`config.mk`:
```
export PLATFORM = sky130hd
export DESIGN_NAME = mul_err_stats
export DESIGN_NICKNAME = d
export VERILOG_FILES = /design/src/rtl/mul_err_pkg.sv /design/src/rtl/err_stats_pipe.sv /design/src/rtl/mul_err_stats.sv
export SDC_FILE = /design/constraint.sdc
export NUM_CORES = 2
export LEC_CHECK = 0
export BUFFER_PORTS_ARGS = -buffer_cell sky130_fd_sc_hd__clkbuf_2
export CAP_MARGIN = 20
export CORE_ASPECT_RATIO = 2
export CORE_MARGIN = 2
export CORE_UTILIZATION = 65
export CTS_BUF_LIST = sky130_fd_sc_hd__clkbuf_8
export CTS_CLUSTER_SIZE = 8
export DETAILED_ROUTE_END_ITERATION = 7
export GPL_TIMING_DRIVEN = 0
export PLACE_DENSITY = 0.9
export SETUP_SLACK_MARGIN = 0.1
export SYNTH_ARGS = -nofsm -noshare
export SYNTH_HDL_FRONTEND = slang
export SYNTH_SLANG_ARGS = --single-unit
```
`constraint.sdc`:
```
create_clock -name clk -period 17.95 [get_ports clk]
set_input_delay 3.59 -clock clk [delete_from_list [all_inputs] [get_ports clk]]
set_output_delay 3.59 -clock clk [all_outputs]
set_load 0.01 [all_outputs]
```
`src/rtl/mul_err_pkg.sv`:
```
// Shared widths, FSM state type and saturating-add helpers for the multiplier error-statistics block.
package mul_err_pkg;

    localparam int PROD_W_DEF = 32;
    localparam int ACC_W_DEF  = 64;
    localparam int CNT_W_DEF  = 32;
    localparam int SAT_W      = 128;

    typedef enum logic [1:0] {IDLE, RUN, DRAIN, DONE} state_e;

    // Operands are zero-extended to SAT_W by the caller; the result clamps at 2^w-1.
    function automatic logic [SAT_W-1:0] sat_add_u(input logic [SAT_W-1:0] a,
                                                   input logic [SAT_W-1:0] b,
                                                   input int unsigned      w);
        logic [SAT_W-1:0] lim;
        logic [SAT_W-1:0] s;
        lim = {SAT_W{1'b1}} >> (SAT_W - w);
        s   = a + b;
        return (s > lim) ? lim : s;
    endfunction

    // Operands are sign-extended to SAT_W by the caller; the result clamps to the w-bit signed range.
    function automatic logic signed [SAT_W-1:0] sat_add_s(input logic signed [SAT_W-1:0] a,
                                                          input logic signed [SAT_W-1:0] b,
                                                          input int unsigned             w);
        logic signed [SAT_W-1:0] hi;
        logic signed [SAT_W-1:0] lo;
        logic signed [SAT_W-1:0] s;
        hi = $signed({SAT_W{1'b1}} >> (SAT_W - w + 1));
        lo = ~hi;
        s  = a + b;
        if (s > hi) return hi;
        if (s < lo) return lo;
        return s;
    endfunction

endpackage

```
`src/rtl/err_stats_pipe.sv`:
```
// Error-statistics datapath: capture, scale/subtract, square/accumulate.
// Latency: sample captured on edge k, accumulators reflect it after edge k+2.
// Backpressure: none; always accepts acc_vld, pipe_busy flags an occupied capture stage.
// ERR_MAX_TRACK_EN adds the max_abs_err tracker.
module err_stats_pipe
    import mul_err_pkg::*;
#(
    parameter int PROD_W      = PROD_W_DEF,
    parameter int SHIFT_WIDTH = 8,
    parameter int ACC_W       = ACC_W_DEF,
    parameter int CNT_W       = CNT_W_DEF
) (
    input  logic              clk,
    input  logic              rst_n,
    input  logic              clr,
    input  logic              acc_vld,
    input  logic [PROD_W-1:0] appr_prod,
    input  logic [PROD_W-1:0] prec_prod,
    output logic              pipe_busy,
    output logic [ACC_W-1:0]  sum_err,
    output logic [ACC_W-1:0]  sum_sq_err,
    output logic [ACC_W-1:0]  sum_abs_prec,
    output logic [CNT_W-1:0]  same_cnt
`ifdef ERR_MAX_TRACK_EN
    ,
    output logic [PROD_W:0]   max_abs_err
`endif
);

    logic                     v0_q, v1_q;
    logic signed [PROD_W-1:0] appr_q, prec_q;
    logic signed [PROD_W-1:0] a_s, p_s;
    logic signed [PROD_W:0]   err_s, err_q;
    logic [PROD_W-1:0]        absp_s, absp_q;
    logic                     eq_q;
    logic signed [2*PROD_W+1:0] sq;
    logic signed [SAT_W-1:0]  err_raw, err_nxt;
    logic                     err_sat_q;

    assign a_s    = appr_q >>> SHIFT_WIDTH;
    assign p_s    = prec_q >>> SHIFT_WIDTH;
    assign err_s  = $signed({a_s[PROD_W-1], a_s}) - $signed({p_s[PROD_W-1], p_s});
    assign absp_s = p_s[PROD_W-1] ? $unsigned(-p_s) : $unsigned(p_s);
    assign sq     = err_q * err_q;

    assign err_raw = SAT_W'($signed(sum_err)) + SAT_W'(err_q);
    assign err_nxt = sat_add_s(SAT_W'($signed(sum_err)), SAT_W'(err_q), ACC_W);

    assign pipe_busy = v0_q;

    always_ff @(posedge clk or negedge rst_n) begin
        if (!rst_n) begin
            v0_q   <= 1'b0;
            v1_q   <= 1'b0;
            appr_q <= '0;
            prec_q <= '0;
            err_q  <= '0;
            absp_q <= '0;
            eq_q   <= 1'b0;
        end else begin
            v0_q <= acc_vld && !clr;
            v1_q <= v0_q && !clr;
            if (acc_vld) begin
                appr_q <= $signed(appr_prod);
                prec_q <= $signed(prec_prod);
            end
            if (v0_q) begin
                err_q  <= err_s;
                absp_q <= absp_s;
                eq_q   <= (err_s == '0);
            end
        end
    end

    // Signed sum can move back toward zero, so its saturation is held by an explicit flag.
    always_ff @(posedge clk or negedge rst_n) begin
        if (!rst_n) begin
            sum_err      <= '0;
            err_sat_q    <= 1'b0;
            sum_sq_err   <= '0;
            sum_abs_prec <= '0;
            same_cnt     <= '0;
        end else if (clr) begin
            sum_err      <= '0;
            err_sat_q    <= 1'b0;
            sum_sq_err   <= '0;
            sum_abs_prec <= '0;
            same_cnt     <= '0;
        end else if (v1_q) begin
            if (!err_sat_q) begin
                sum_err   <= ACC_W'(err_nxt);
                err_sat_q <= (err_nxt != err_raw);
            end
            sum_sq_err   <= ACC_W'(sat_add_u(SAT_W'(sum_sq_err), SAT_W'($unsigned(sq)), ACC_W));
            sum_abs_prec <= ACC_W'(sat_add_u(SAT_W'(sum_abs_prec), SAT_W'(absp_q), ACC_W));
            same_cnt     <= same_cnt + CNT_W'(eq_q);
        end
    end

`ifdef ERR_MAX_TRACK_EN
    logic [PROD_W:0] abs_err;
    assign abs_err = err_q[PROD_W] ? $unsigned(-err_q) : $unsigned(err_q);

    always_ff @(posedge clk or negedge rst_n) begin
        if (!rst_n)                           max_abs_err <= '0;
        else if (clr)                         max_abs_err <= '0;
        else if (v1_q && abs_err > max_abs_err) max_abs_err <= abs_err;
    end
`endif

endmodule

```
`src/rtl/mul_err_stats.sv`:
```
// Approximate-multiplier error statistics over a programmed sample count (ERR_MAX_TRACK_EN adds max_abs_err).
// Latency: sample accepted on edge k appears in the sums after edge k+2; done rises with the final update.
// Backpressure: in_ready from state/counter only; drops after n_samples accepts and outside RUN.
module mul_err_stats
    import mul_err_pkg::*;
#(
    parameter int PROD_W      = PROD_W_DEF,
    parameter int SHIFT_WIDTH = 8,
    parameter int ACC_W       = ACC_W_DEF,
    parameter int CNT_W       = CNT_W_DEF
) (
    input  logic              clk,
    input  logic              rst_n,
    input  logic              start,
    input  logic [CNT_W-1:0]  n_samples,
    input  logic              in_valid,
    output logic              in_ready,
    input  logic [PROD_W-1:0] appr_prod,
    input  logic [PROD_W-1:0] prec_prod,
    output logic              busy,
    output logic              done,
    output logic [ACC_W-1:0]  sum_err,
    output logic [ACC_W-1:0]  sum_sq_err,
    output logic [ACC_W-1:0]  sum_abs_prec,
    output logic [CNT_W-1:0]  same_cnt
`ifdef ERR_MAX_TRACK_EN
    ,
    output logic [PROD_W:0]   max_abs_err
`endif
);

    state_e           state_q, state_d;
    logic [CNT_W-1:0] cnt_q, target_q;
    logic             accept, start_ok, pipe_busy;

    assign in_ready = (state_q == RUN) && (cnt_q < target_q);
    assign accept   = in_valid && in_ready;
    assign start_ok = start && ((state_q == IDLE) || (state_q == DONE));
    assign busy     = (state_q == RUN) || (state_q == DRAIN);
    assign done     = (state_q == DONE);

    always_ff @(posedge clk or negedge rst_n) begin
        if (!rst_n) begin
            state_q  <= IDLE;
            cnt_q    <= '0;
            target_q <= '0;
        end else begin
            state_q <= state_d;
            if (start_ok) begin
                cnt_q    <= '0;
                target_q <= n_samples;
            end else if (accept) begin
                cnt_q <= cnt_q + CNT_W'(1);
            end
        end
    end

    // DRAIN exits once the capture stage is empty: the last sample's accumulate happens on that same edge.
    always_comb begin
        state_d = state_q;
        case (state_q)
            IDLE, DONE: if (start) state_d = RUN;
            RUN: begin
                if (cnt_q >= target_q)                              state_d = DONE;
                else if (accept && (cnt_q == target_q - CNT_W'(1))) state_d = DRAIN;
            end
            DRAIN: if (!pipe_busy) state_d = DONE;
            default: state_d = IDLE;
        endcase
    end

    err_stats_pipe #(
        .PROD_W      (PROD_W),
        .SHIFT_WIDTH (SHIFT_WIDTH),
        .ACC_W       (ACC_W),
        .CNT_W       (CNT_W)
    ) u_pipe (
        .clk          (clk),
        .rst_n        (rst_n),
        .clr          (start_ok),
        .acc_vld      (accept),
        .appr_prod    (appr_prod),
        .prec_prod    (prec_prod),
        .pipe_busy    (pipe_busy),
        .sum_err      (sum_err),
        .sum_sq_err   (sum_sq_err),
        .sum_abs_prec (sum_abs_prec),
        .same_cnt     (same_cnt)
`ifdef ERR_MAX_TRACK_EN
        ,
        .max_abs_err  (max_abs_err)
`endif
    );

endmodule

```
==> results list <==
- The clock drives 399 sinks.
* Post-CTS clock slew at the launch and capture registers of the worst setup and hold paths: 60 ps
- Routed length per instance: 27.5 µm
- Post-synthesis average cell area: 9.15 µm²
- The worst setup path is of the reg -> reg kind.
* Outcome: complete, no violations
* GRT Resource Usage Total: 50.2%
- Area taken by multi-input logic gates: 34800 µm²
- Die W: 198 µm
- Clock skew on the completed layout was measured at 62.0 ps.
* Final count of negative-setup-slack endpoints: 0
- Seq/Total Area, Yosys: 20.4%
- The min-delay analysis places its worst path in the category reg -> reg.
- The floorplan step defined a die boundary enclosing 77800 µm².
* Buffers inserted by post-CTS timing repair: 0
- In this design, the critical path's most frequently occurring cell is fa_1.
- Setup repair after global routing left no endpoint under its margin.
* Area of the mapped netlist: 49000 µm²
* DRC violations left: 0
- STA puts the critical path data required time at 18590 ps.
- The largest individual stage delay along the critical path comes from the cell clkbuf_1.
- Final critical-path required period: 14740 ps
* Number of CTS-inserted buffers: 66
- Detailed routing inserted a total of 44003 vias.
- Counting distinct cell types in the post-synthesis netlist gives 85.
- In this run, post-CTS hold repair placed 0 buffers.
- Clk_lat worst skew: 760 ps
- After detailed routing, the number of vias per cell comes to 6.46.
- H-tree Lvls: 3
- Delay of the slowest critical-path stage: 1000 ps
* Vias in the first global route: 46383
* Peak fanout along the critical path: 17
- Cells after Synth: 5357
- Among cell families on the critical path, the largest total delay comes from adder cells.
- Once detail routing completed, the nets flagged for antenna violations numbered 0.
- After legalization and detailed placement, the total HPWL measured 146000 µm.
* Kind of start point of the critical path: flop
- After clock tree synthesis, the repair step resized 0 gates.
- In this run the vertical extent of the chip is 392 µm.
- Buffers and inverters on the worst path: 10
* Hold violation count in the final report: 0
* Core Box Area: 74800 µm²
- The clock passes through at most 3 buffers.
- Combined flip-flop and latch cell area: 9990 µm²
* Clock tree from TritonCTS: yes
- Maximum number of pins on one net before global-route repair: 118
- In this run, synthesis produced a sequential element count of 399.
- Max-cap violations: 0
* Net Count, Synth: 6446
* Async S/R FF share, synth: 100%
- During synthesis, Yosys emitted a total of 0 warnings.
- Routability congestion estimate from global placement: 1.06
* Synth-to-layout area growth: 9.00%
* First-pass GRT wire length: 280000 µm
- For the pin with the worst max-slew slack, the measured transition is 1340 ps.
* Top Ports: 327
- Number of inserted filler cells in the final layout: 5783
- Leaving out fill and tap cells, the most frequent cell in the layout is inv_1.
- After the first detailed-routing iteration, the DRC count stood at 3618.
- In the final design database the tool counted 6843 nets.
* CTS Root Buffer Type: clkbuf_8
- In the final layout, the share of cells above drive strength 1 is 10.3%.
* Most frequent cells in the layout: inv_1, fa_1, nand2_1
- In the synthesized netlist the dominant register cell turns out to be dfrtp_1.
* Tightest slew margin relative to the limit: 11.0%
- Data arrives at the worst endpoint at 15380 ps.
- Global routing finished with a remaining overflow of 0.
- For this configuration, the core starts out at a cell density of 65.5%.
- The worst path uses 82.1% of the clock period.
* First-pass DRT Iterations: 6
- The count of final max-slew check failures was 0.
- The synthesized design contains 0 enable-type register cells.
* Category of the worst setup path capture point: flop
- Cell Rows: 142
* Total negative slack: 0 ps
* Post-detailed-routing wire length: 188000 µm
- Buffers placed on the I/O ports in this run total 310.
- Maximum clock frequency: 0.0679 GHz
- Initial antenna violation count: 26
## path summary, 6_finish.rpt
path	startpoint	slack, ps	end	depth (start not counted)
worst max-delay path	u_pipe.err_q[9]$_DFFE_PN0P_	3210	u_pipe.sum_sq_err[61]$_DFFE_PN0P_	38
worst min-delay path	u_pipe.absp_q[24]$_DFFE_PN0P_	500	u_pipe.absp_q[24]$_DFFE_PN0P_	1
worst max register to register	u_pipe.err_q[9]$_DFFE_PN0P_	3210	u_pipe.sum_sq_err[61]$_DFFE_PN0P_	38
worst min register to register	u_pipe.absp_q[24]$_DFFE_PN0P_	500	u_pipe.absp_q[24]$_DFFE_PN0P_	1
max in group asynchronous	rst_n	13360	u_pipe.err_q[24]$_DFFE_PN0P_	3
min in group asynchronous	rst_n	2970	u_pipe.same_cnt[20]$_DFFE_PN0P_	1
## registers in the layout (all words and copies together) (netlist names)
| register | count |
|---|---|
| u_pipe.eq_q | 1 |
| u_pipe.err_q | 25 |
| u_pipe.absp_q | 32 |
| target_q | 32 |
| u_pipe.pipe_busy | 1 |
| u_pipe.sum_abs_prec | 64 |
| u_pipe.appr_q | 24 |
| state_q | 2 |
| u_pipe.same_cnt | 32 |
| cnt_q | 32 |
| u_pipe.prec_q | 24 |
| u_pipe.sum_sq_err | 64 |
| u_pipe.sum_err | 64 |
| u_pipe.v1_q | 1 |
| u_pipe.err_sat_q | 1 |
## synth_stat cells (69+ instances only)
cell type / number / area (µm²)
nand2_1: 410 / 1540
xnor2_1: 202 / 1770
a21o_1: 134 / 1010
clkbuf_1: 185 / 694
o221a_2: 69 / 777
a21oi_1: 302 / 1510
fa_1: 618 / 12400
dfrtp_1: 399 / 9980
xor2_1: 131 / 1150
o21ai_0: 218 / 1090
nand3_1: 89 / 445
ha_1: 371 / 4640
nor2_1: 301 / 1130
nor3_1: 75 / 375
inv_1: 895 / 3360
and2_1: 136 / 851
## per-layer routing
| metal | part of all wire [%] | vias to the layer above | routed length, µm | GRT usage [%] |
|---|---|---|---|---|
| met3 | 11 | 1315 | 20200 | 21.3 |
| met1 | 29 | 21343 | 54000 | 45.8 |
| met4 | 14 | 20 | 26000 | 55.2 |
| met5 | 0.16 | - | 297 | 0.910 |
| met2 | 47 | 2666 | 87300 | 79.0 |
| li1 | - | 18659 | - | - |
## worst reg2reg max path: cells and delay by family, from the launching register on
family / cells / cell delay [ps]
buffers and inverters: 10 / 3210
DFF: 1 / 980
xor gates and xnor gates: 1 / 240
adders and majority gates: 9 / 4880
AOI/OAI and AO/OA: 11 / 3350
and+or+nand+nor: 7 / 2010
## logic make-up after synthesis
logic type	share of synthesized area, %
xor+xnor	5.95
buf+inv	8.56
flops	20.4
compound gates	16.0
simple gates	12.7
mux	1.75
fa+ha+maj	34.7
## stage by stage
stage               instance area [µm²]  cells  utilization (%)  hold WS (ps)  worst slack (ps)
floorplan                         49000   5357                -           468              7480
global placement                  51800   6675             69.3           485              3660
detailed placement                52000   6682             69.5           492              4250
CTS                               53200   6784             71.1           508              4180
global route                      53400   6802             71.4           516              3150
finish                            53400   6815             71.4           505              3210
## cell type report
cell class              instances  area share (%)
diodes                         19          0.0890
plain buffers                 215            1.55
repair buffers                329            3.53
clock inverters                28           0.347
multi-input cells            3847            65.2
flip-flops and latches        399            18.7
clock buffers                  74            1.91
well taps                    1008            2.36
inverters                     896            6.29
Power is not shown: default switching activity piles up to over one toggle a cycle in this logic, so the estimate is an artifact.
